### config.mk
export PLATFORM = sky130hd
export DESIGN_NAME = inst_cache
export DESIGN_NICKNAME = d
export VERILOG_FILES = /design/src/rtl/inst_cache_pkg.sv /design/src/rtl/icache_array.sv /design/src/rtl/inst_cache.sv
export SDC_FILE = /design/constraint.sdc
export NUM_CORES = 2
export LEC_CHECK = 0
export CAP_MARGIN = 15
export CORE_MARGIN = 10
export CORE_UTILIZATION = 40
export CTS_BUF_LIST = sky130_fd_sc_hd__clkbuf_2
export CTS_CLUSTER_SIZE = 16
export DETAILED_ROUTE_END_ITERATION = 16
export GPL_TIMING_DRIVEN = 0
export SYNTH_ARGS = -nofsm -noshare
export SYNTH_HDL_FRONTEND = slang
export SYNTH_HIERARCHICAL = 1
export SYNTH_SLANG_ARGS = --single-unit
export TNS_END_PERCENT = 50
### constraint.sdc
create_clock -name Clk -period 13.1 [get_ports Clk]
set_input_delay 1.965 -clock Clk [delete_from_list [all_inputs] [get_ports Clk]]
set_output_delay 1.965 -clock Clk [all_outputs]
set_load 0.01 [all_outputs]
### src/rtl/inst_cache_pkg.sv
// Shared types, default sizes and address-field helpers for the instruction cache.
package inst_cache_pkg;

  typedef enum logic {
    READY  = 1'b0,
    REFILL = 1'b1
  } icache_state_t;

  localparam int DEF_ADDR_W = 32;
  localparam int DEF_DATA_W = 32;
  localparam int DEF_LINES  = 64;

  // Helpers work on a zero-extended 64-bit byte address; callers cast to the field width.
  function automatic logic [63:0] line_index(input logic [63:0] byte_addr, input int idx_w);
    return (byte_addr >> 2) & ((64'd1 << idx_w) - 64'd1);
  endfunction

  function automatic logic [63:0] line_tag(input logic [63:0] byte_addr, input int idx_w);
    return byte_addr >> (idx_w + 2);
  endfunction

endpackage

### src/rtl/icache_array.sv
// Valid bits, tag RAM and data RAM for a direct-mapped cache: one synchronous
// read port, one write port, single-cycle flush of all valid bits.
module icache_array #(
  parameter int LINES  = 64,
  parameter int IDX_W  = 6,
  parameter int TAG_W  = 24,
  parameter int DATA_W = 32
) (
  input  logic              clk,
  input  logic              rst_n,
  input  logic              flush,
  input  logic              rd_en,
  input  logic [IDX_W-1:0]  rd_idx,
  output logic              rd_valid,
  output logic [TAG_W-1:0]  rd_tag,
  output logic [DATA_W-1:0] rd_data,
  input  logic              wr_en,
  input  logic [IDX_W-1:0]  wr_idx,
  input  logic [TAG_W-1:0]  wr_tag,
  input  logic [DATA_W-1:0] wr_data,
  input  logic              wr_valid
);

  logic [LINES-1:0]  valid_bits_reg;
  logic [LINES-1:0]  valid_bits_next;
  logic [TAG_W-1:0]  tag_mem  [LINES];
  logic [DATA_W-1:0] data_mem [LINES];

  // A write during flush carries wr_valid=0, so clearing and writing never disagree.
  generate
    for (genvar gi = 0; gi < LINES; gi++) begin : g_valid
      assign valid_bits_next[gi] = flush ? 1'b0 :
                                   (wr_en && (wr_idx == IDX_W'(gi))) ? wr_valid :
                                   valid_bits_reg[gi];
    end
  endgenerate

  always_ff @(posedge clk) begin
    if (!rst_n) begin
      valid_bits_reg <= '0;
      rd_valid       <= 1'b0;
    end else begin
      valid_bits_reg <= valid_bits_next;
      if (rd_en) begin
        rd_valid <= valid_bits_reg[rd_idx];
      end
    end
  end

  always_ff @(posedge clk) begin
    if (wr_en) begin
      tag_mem[wr_idx]  <= wr_tag;
      data_mem[wr_idx] <= wr_data;
    end
    if (rd_en) begin
      rd_tag  <= tag_mem[rd_idx];
      rd_data <= data_mem[rd_idx];
    end
  end

endmodule

### src/rtl/inst_cache.sv
// Direct-mapped one-word-line instruction cache with a READY/REFILL controller
// and a req/ack refill port to backing instruction memory.
module inst_cache
  import inst_cache_pkg::*;
#(
  parameter int ADDR_W = DEF_ADDR_W,
  parameter int DATA_W = DEF_DATA_W,
  parameter int LINES  = DEF_LINES
) (
  input  logic              Clk,
  input  logic              Rst,
  input  logic              En,
  input  logic [ADDR_W-1:0] Addr,
  input  logic              Flush,
  output logic [DATA_W-1:0] Data,
  output logic              Valid,
  output logic              Imiss,
  output logic              Mem_Req,
  output logic [ADDR_W-1:0] Mem_Addr,
  input  logic              Mem_Ack,
  input  logic [DATA_W-1:0] Mem_Data
);

  localparam int IDX_W   = $clog2(LINES);
  localparam int TAG_W   = ADDR_W - IDX_W - 2;
  localparam int WADDR_W = ADDR_W - 2;

  icache_state_t      state_reg;
  logic               look_reg;
  logic               force_miss_reg;
  logic               flush_seen_reg;
  logic               fill_valid_reg;
  logic [DATA_W-1:0]  data_reg;
  logic [WADDR_W-1:0] waddr_reg;

  logic               rd_valid;
  logic [TAG_W-1:0]   rd_tag;
  logic [DATA_W-1:0]  rd_data;
  logic [IDX_W-1:0]   rd_idx;
  logic [IDX_W-1:0]   cur_idx;
  logic [TAG_W-1:0]   cur_tag;
  logic               tag_hit;
  logic               hit;
  logic               miss_now;
  logic               in_refill;
  logic               accept;
  logic               fill_done;

  assign rd_idx  = IDX_W'(line_index(64'(Addr), IDX_W));
  assign cur_idx = IDX_W'(line_index(64'({waddr_reg, 2'b00}), IDX_W));
  assign cur_tag = TAG_W'(line_tag(64'({waddr_reg, 2'b00}), IDX_W));

  // The lookup resolves in the cycle after acceptance from the registered array
  // read; a miss found there already behaves as REFILL so Imiss/Mem_Req rise then.
  assign tag_hit   = rd_valid && (rd_tag == cur_tag) && !force_miss_reg;
  assign hit       = look_reg && tag_hit;
  assign miss_now  = look_reg && !tag_hit;
  assign in_refill = (state_reg == REFILL) || miss_now;
  assign accept    = En && (state_reg == READY) && !miss_now;
  assign fill_done = in_refill && Mem_Ack;

  icache_array #(
    .LINES  (LINES),
    .IDX_W  (IDX_W),
    .TAG_W  (TAG_W),
    .DATA_W (DATA_W)
  ) u_array (
    .clk      (Clk),
    .rst_n    (Rst),
    .flush    (Flush),
    .rd_en    (accept),
    .rd_idx   (rd_idx),
    .rd_valid (rd_valid),
    .rd_tag   (rd_tag),
    .rd_data  (rd_data),
    .wr_en    (fill_done),
    .wr_idx   (cur_idx),
    .wr_tag   (cur_tag),
    .wr_data  (Mem_Data),
    .wr_valid (!(flush_seen_reg || Flush))
  );

  always_ff @(posedge Clk) begin
    if (!Rst) begin
      state_reg      <= READY;
      look_reg       <= 1'b0;
      force_miss_reg <= 1'b0;
      flush_seen_reg <= 1'b0;
      fill_valid_reg <= 1'b0;
      data_reg       <= '0;
      waddr_reg      <= '0;
    end else begin
      look_reg       <= accept;
      fill_valid_reg <= fill_done;
      if (accept) begin
        waddr_reg      <= Addr[ADDR_W-1:2];
        force_miss_reg <= Flush;
      end
      if (hit) begin
        data_reg <= rd_data;
      end
      if (fill_done) begin
        data_reg       <= Mem_Data;
        state_reg      <= READY;
        flush_seen_reg <= 1'b0;
      end else begin
        if (miss_now) begin
          state_reg <= REFILL;
        end
        // A flush seen at any point of the refill keeps the refilled line invalid.
        if (in_refill && Flush) begin
          flush_seen_reg <= 1'b1;
        end
      end
    end
  end

  assign Valid    = hit || fill_valid_reg;
  assign Data     = hit ? rd_data : data_reg;
  assign Imiss    = in_refill;
  assign Mem_Req  = in_refill;
  assign Mem_Addr = {waddr_reg, 2'b00};

endmodule

==> out/qor.json <==
{
  "mappedNetlistArea_um2": 144000,
  "detail_route.wirelength_um": 429000,
  "timing.reg2reg.worst_path_depth": 18,
  "synth.largest_area_cell": "sky130_fd_sc_hd__edfxtp_1",
  "cts_post_setup_buffers_inserted": 0,
  "maximum_number_of_pins_on_one_net_before_global_route_repair": 67,
  "final_antenna_net_count": 0,
  "worst_pin_slew_ns": 1.30,
  "synthDominantCellAreaShare": 0.761,
  "fin_worst_skew_ns": 0.213,
  "detailed_route_wire_length_per_cell_um": 33.7,
  "yosys_warnings": 6,
  "crit_path_end_kind": "primary output",
  "tritoncts": "done",
  "slew_headroom": 0.132,
  "peakVddDrop_uv": 75.1,
  "place_ws_ns": 5.25,
  "postPlaceCellArea_um2": 157000,
  "arrival_ns": 6.44,
  "number_of_optimization_iterations_in_the_first_detailed_route_pass": 7,
  "power.switching_fraction": 0.247,
  "slowest_stage": "sky130_fd_sc_hd__mux2i_1",
  "power_density_nw_per_um2": 134,
  "globalRouteMet3Util": 0.0536,
  "area_growth_pct": 15.1,
  "gr-usage-met1": 0.289,
  "power.clock.fraction": 0.340,
  "cts_bufs_inserted": 874,
  "crit_type": "flip-flop to primary output",
  "min_path_type": "input port to flip-flop",
  "timing.final.max_slew_violations": 0,
  "clockRootBuffer": "sky130_fd_sc_hd__clkbuf_2",
  "core_region_area_um2": 358000,
  "clock_insertion_delay_worst_skew_ns": 2.00,
  "htree_num_levels": 6,
  "syn_avg_cell_area_um2": 24.2,
  "grt_first_pass_wirelength_um": 589000,
  "timing.critical_path.cells": "buf_12 > xnor2_1 > nand4_1 > nor4_4 > nand4_4 > buf_6 > mux2i_1 > inv_1 > clkdlybuf4s50_1",
  "start_util": 0.401,
  "sequential_cell_area_fraction_in_the_yosys_report": 0.779,
  "grt_use_total": 0.220,
  "vias": 74085,
  "cts-hold-fix-buffers": 0,
  "place.port_buffers": 131,
  "number_of_enable_type_register_cells_in_the_synthesized_netlist": 3640,
  "finalHoldWorstSlack_ns": 0.365,
  "max_freq_mhz": 119,
  "n_fill_cell": 29833,
  "timing.hold.worst_endpoint": "u_array/data_mem[10][23]",
  "worst_setup_hold_path_clk_slew_ns": 0.11,
  "critical_path.reg2reg.startpoint": "waddr_reg[9]",
  "grt_most_used_layer": "met2",
  "gr-total-overflow": 0,
  "die_area_um2": 384000,
  "power_mw": 22.2,
  "min_delay_path_depth": 1,
  "crit_path_max_incr_delay_ns": 0.72,
  "power.internal_mw": 16.7,
  "critical_path_fanout_max": 65,
  "postSynthRegisterBits": 3772,
  "comb_power_share": 0.061,
  "post_route_cells_drive_above_1_share": 0.393,
  "run_status": "complete, no violations",
  "largest_register_ffs": 2048,
  "cts.repair.resized": 0,
  "synth.top_cells.by_count": "sky130_fd_sc_hd__edfxtp_1 (3640), sky130_fd_sc_hd__mux4_2 (1156), sky130_fd_sc_hd__clkbuf_1 (162)",
  "drt_drc_violations_left": 0,
  "final.setup.worst_slack_ns": 4.70,
  "clock_tree.buffer_depth": 4,
  "initialDrtViolationCount": 9763,
  "io_pins": 136,
  "die_w_um": 619,
  "die_height_um": 619,
  "hpwl_um": 292000,
  "synth.area.top_cells": "sky130_fd_sc_hd__edfxtp_1 (76%), sky130_fd_sc_hd__mux4_2 (18%), sky130_fd_sc_hd__dfxtp_1 (1.8%)",
  "grt_antenna_before_repair": 23,
  "power.leakage_nw": 52.7,
  "synthMostInstantiatedCell": "sky130_fd_sc_hd__edfxtp_1",
  "setup_viol": 0,
  "hold_path_startpoint": "Mem_Data[23]",
  "ys_dominant_reg_cell": "sky130_fd_sc_hd__edfxtp_1",
  "fin_crit_sh": 0.641,
  "synthCells": 5932,
  "design_area_um2": 165000,
  "crit_required_ns": 11.14,
  "finalWeightedCongestion": 0.819,
  "setup_repair_after_global_routing_missed_its_margin": "false",
  "start_kind": "flip-flop",
  "drv_cap": 0,
  "nets": 7326,
  "rows": 220,
  "rrSetupSlack_ns": 6.12,
  "vias_per_cell": 5.81,
  "time_the_final_worst_path_needs_with_i_o_delays_and_setup_ns": 8.40,
  "async_reset_ff_frac": 0,
  "final_hold_violations": 0,
  "via_count_of_the_first_global_routing_pass": 75454,
  "cts_num_sinks": 3772,
  "layout.core_utilization": 0.462,
  "reg2reg_to": "u_array/data_mem[7][25]",
  "total_switching_power_mw": 5.48,
  "seq_power_share": 0.599,
  "synth.distinct_cells": 46,
  "use_met2": 0.350
}
## per-layer routing
metal / up-vias / part of all wire
met2: 4424 / 0.48
li1: 28801 / -
met4: 14 / 0.046
met1: 39987 / 0.37
met3: 859 / 0.10
met5: - / 0.00023
## layout make-up
cell class              count  area [um^2]  area share
clock inverters           269         1490     0.00902
flip-flops and latches   3772       112000       0.677
inverters                  36          138    0.000832
plain buffers             328         1510     0.00910
well taps                4773         5970      0.0361
repair buffers            448         7160      0.0433
diodes                     13         32.5    0.000197
clock buffers            1307         6540      0.0395
multi-input cells        1797        30600       0.185
## worst max path at each step
stage                       startpoint                   endpoint  slack, ns  cells after the start
final                     waddr_reg[7]                   Data[27]       4.70                      9
after global routing      waddr_reg[7]                   Data[28]       4.26                      9
after CTS                 waddr_reg[7]                   Data[27]       4.46                      9
after detailed placement       Mem_Ack    u_array/data_mem[7][29]       5.25                     16
after global placement    waddr_reg[6]  u_array/valid_bits_reg[7]      -8.43                     11
after floorplan                Mem_Ack  u_array/valid_bits_reg[7]       3.75                     10
## stage by stage
step                 TNS, ns  cells
finish                     0  12743
floorplan                  0   5933
global route               0  12736
CTS                        0  12717
detailed placement         0  11141
global placement    -1475.94  10837
## cells in the final DEF, fill, tap and decap left out, types with 4 or more instances in the layout
cell,n
sky130_fd_sc_hd__diode_2,13
sky130_fd_sc_hd__clkinv_4,9
sky130_fd_sc_hd__nor3_2,4
sky130_fd_sc_hd__a21oi_1,80
sky130_fd_sc_hd__inv_2,13
sky130_fd_sc_hd__a211o_1,7
sky130_fd_sc_hd__xnor2_1,21
sky130_fd_sc_hd__buf_4,36
sky130_fd_sc_hd__clkbuf_2,1318
sky130_fd_sc_hd__buf_16,49
sky130_fd_sc_hd__edfxtp_1,3640
sky130_fd_sc_hd__clkbuf_1,151
sky130_fd_sc_hd__bufinv_16,14
sky130_fd_sc_hd__dfxtp_1,108
sky130_fd_sc_hd__buf_12,186
sky130_fd_sc_hd__mux4_2,1156
sky130_fd_sc_hd__a211oi_1,14
sky130_fd_sc_hd__nor2_4,59
sky130_fd_sc_hd__inv_1,34
sky130_fd_sc_hd__mux2i_1,152
sky130_fd_sc_hd__buf_2,144
sky130_fd_sc_hd__o21ai_0,75
sky130_fd_sc_hd__nand2_1,64
sky130_fd_sc_hd__clkdlybuf4s50_1,99
sky130_fd_sc_hd__clkinv_2,30
sky130_fd_sc_hd__buf_8,30
sky130_fd_sc_hd__dfxtp_2,24
sky130_fd_sc_hd__nor2_1,63
sky130_fd_sc_hd__nand4_1,8
sky130_fd_sc_hd__clkinvlp_4,7
sky130_fd_sc_hd__nand3_1,15
sky130_fd_sc_hd__a31oi_1,8
sky130_fd_sc_hd__nand2b_1,10
sky130_fd_sc_hd__buf_6,35
sky130_fd_sc_hd__buf_1,33
sky130_fd_sc_hd__clkinv_1,196
sky130_fd_sc_hd__nor2b_1,24
## power groups by stage
stage	sequential (mW)	clock (mW)	combinational (mW)
after detailed placement	13.6	0	1.35
after CTS	13.3	7.75	1.35
after floorplan	13.6	0	0.659
after global routing	13.3	8.36	1.41
after global placement	13.7	0	1.19
final	13.3	7.56	1.35
## logic make-up (layout without fill, tap and decap cells)
| kind of cell | count (synthesis) | in the layout | synth area share |
|---|---|---|---|
| flops | 3772 | 3772 | 0.779 |
| buf+inv | 364 | 2388 | 0.0113 |
| xor+xnor | 24 | 24 | 0.00146 |
| other cells | 1 | 15 | 0.0000261 |
| mux | 1310 | 1310 | 0.192 |
| simple gates | 265 | 265 | 0.00846 |
| compound gates | 196 | 196 | 0.00767 |
## critical path: cells and delay by family, from the launching register on
family                    cells  cell delay (ns)
DFF                           1             0.44
xor gates and xnor gates      1             0.70
buffers and inverters         4             1.20
muxes                         1             0.72
and+or+nand+nor               3             1.30
No activity file was read; power rests on OpenSTA's default activity.
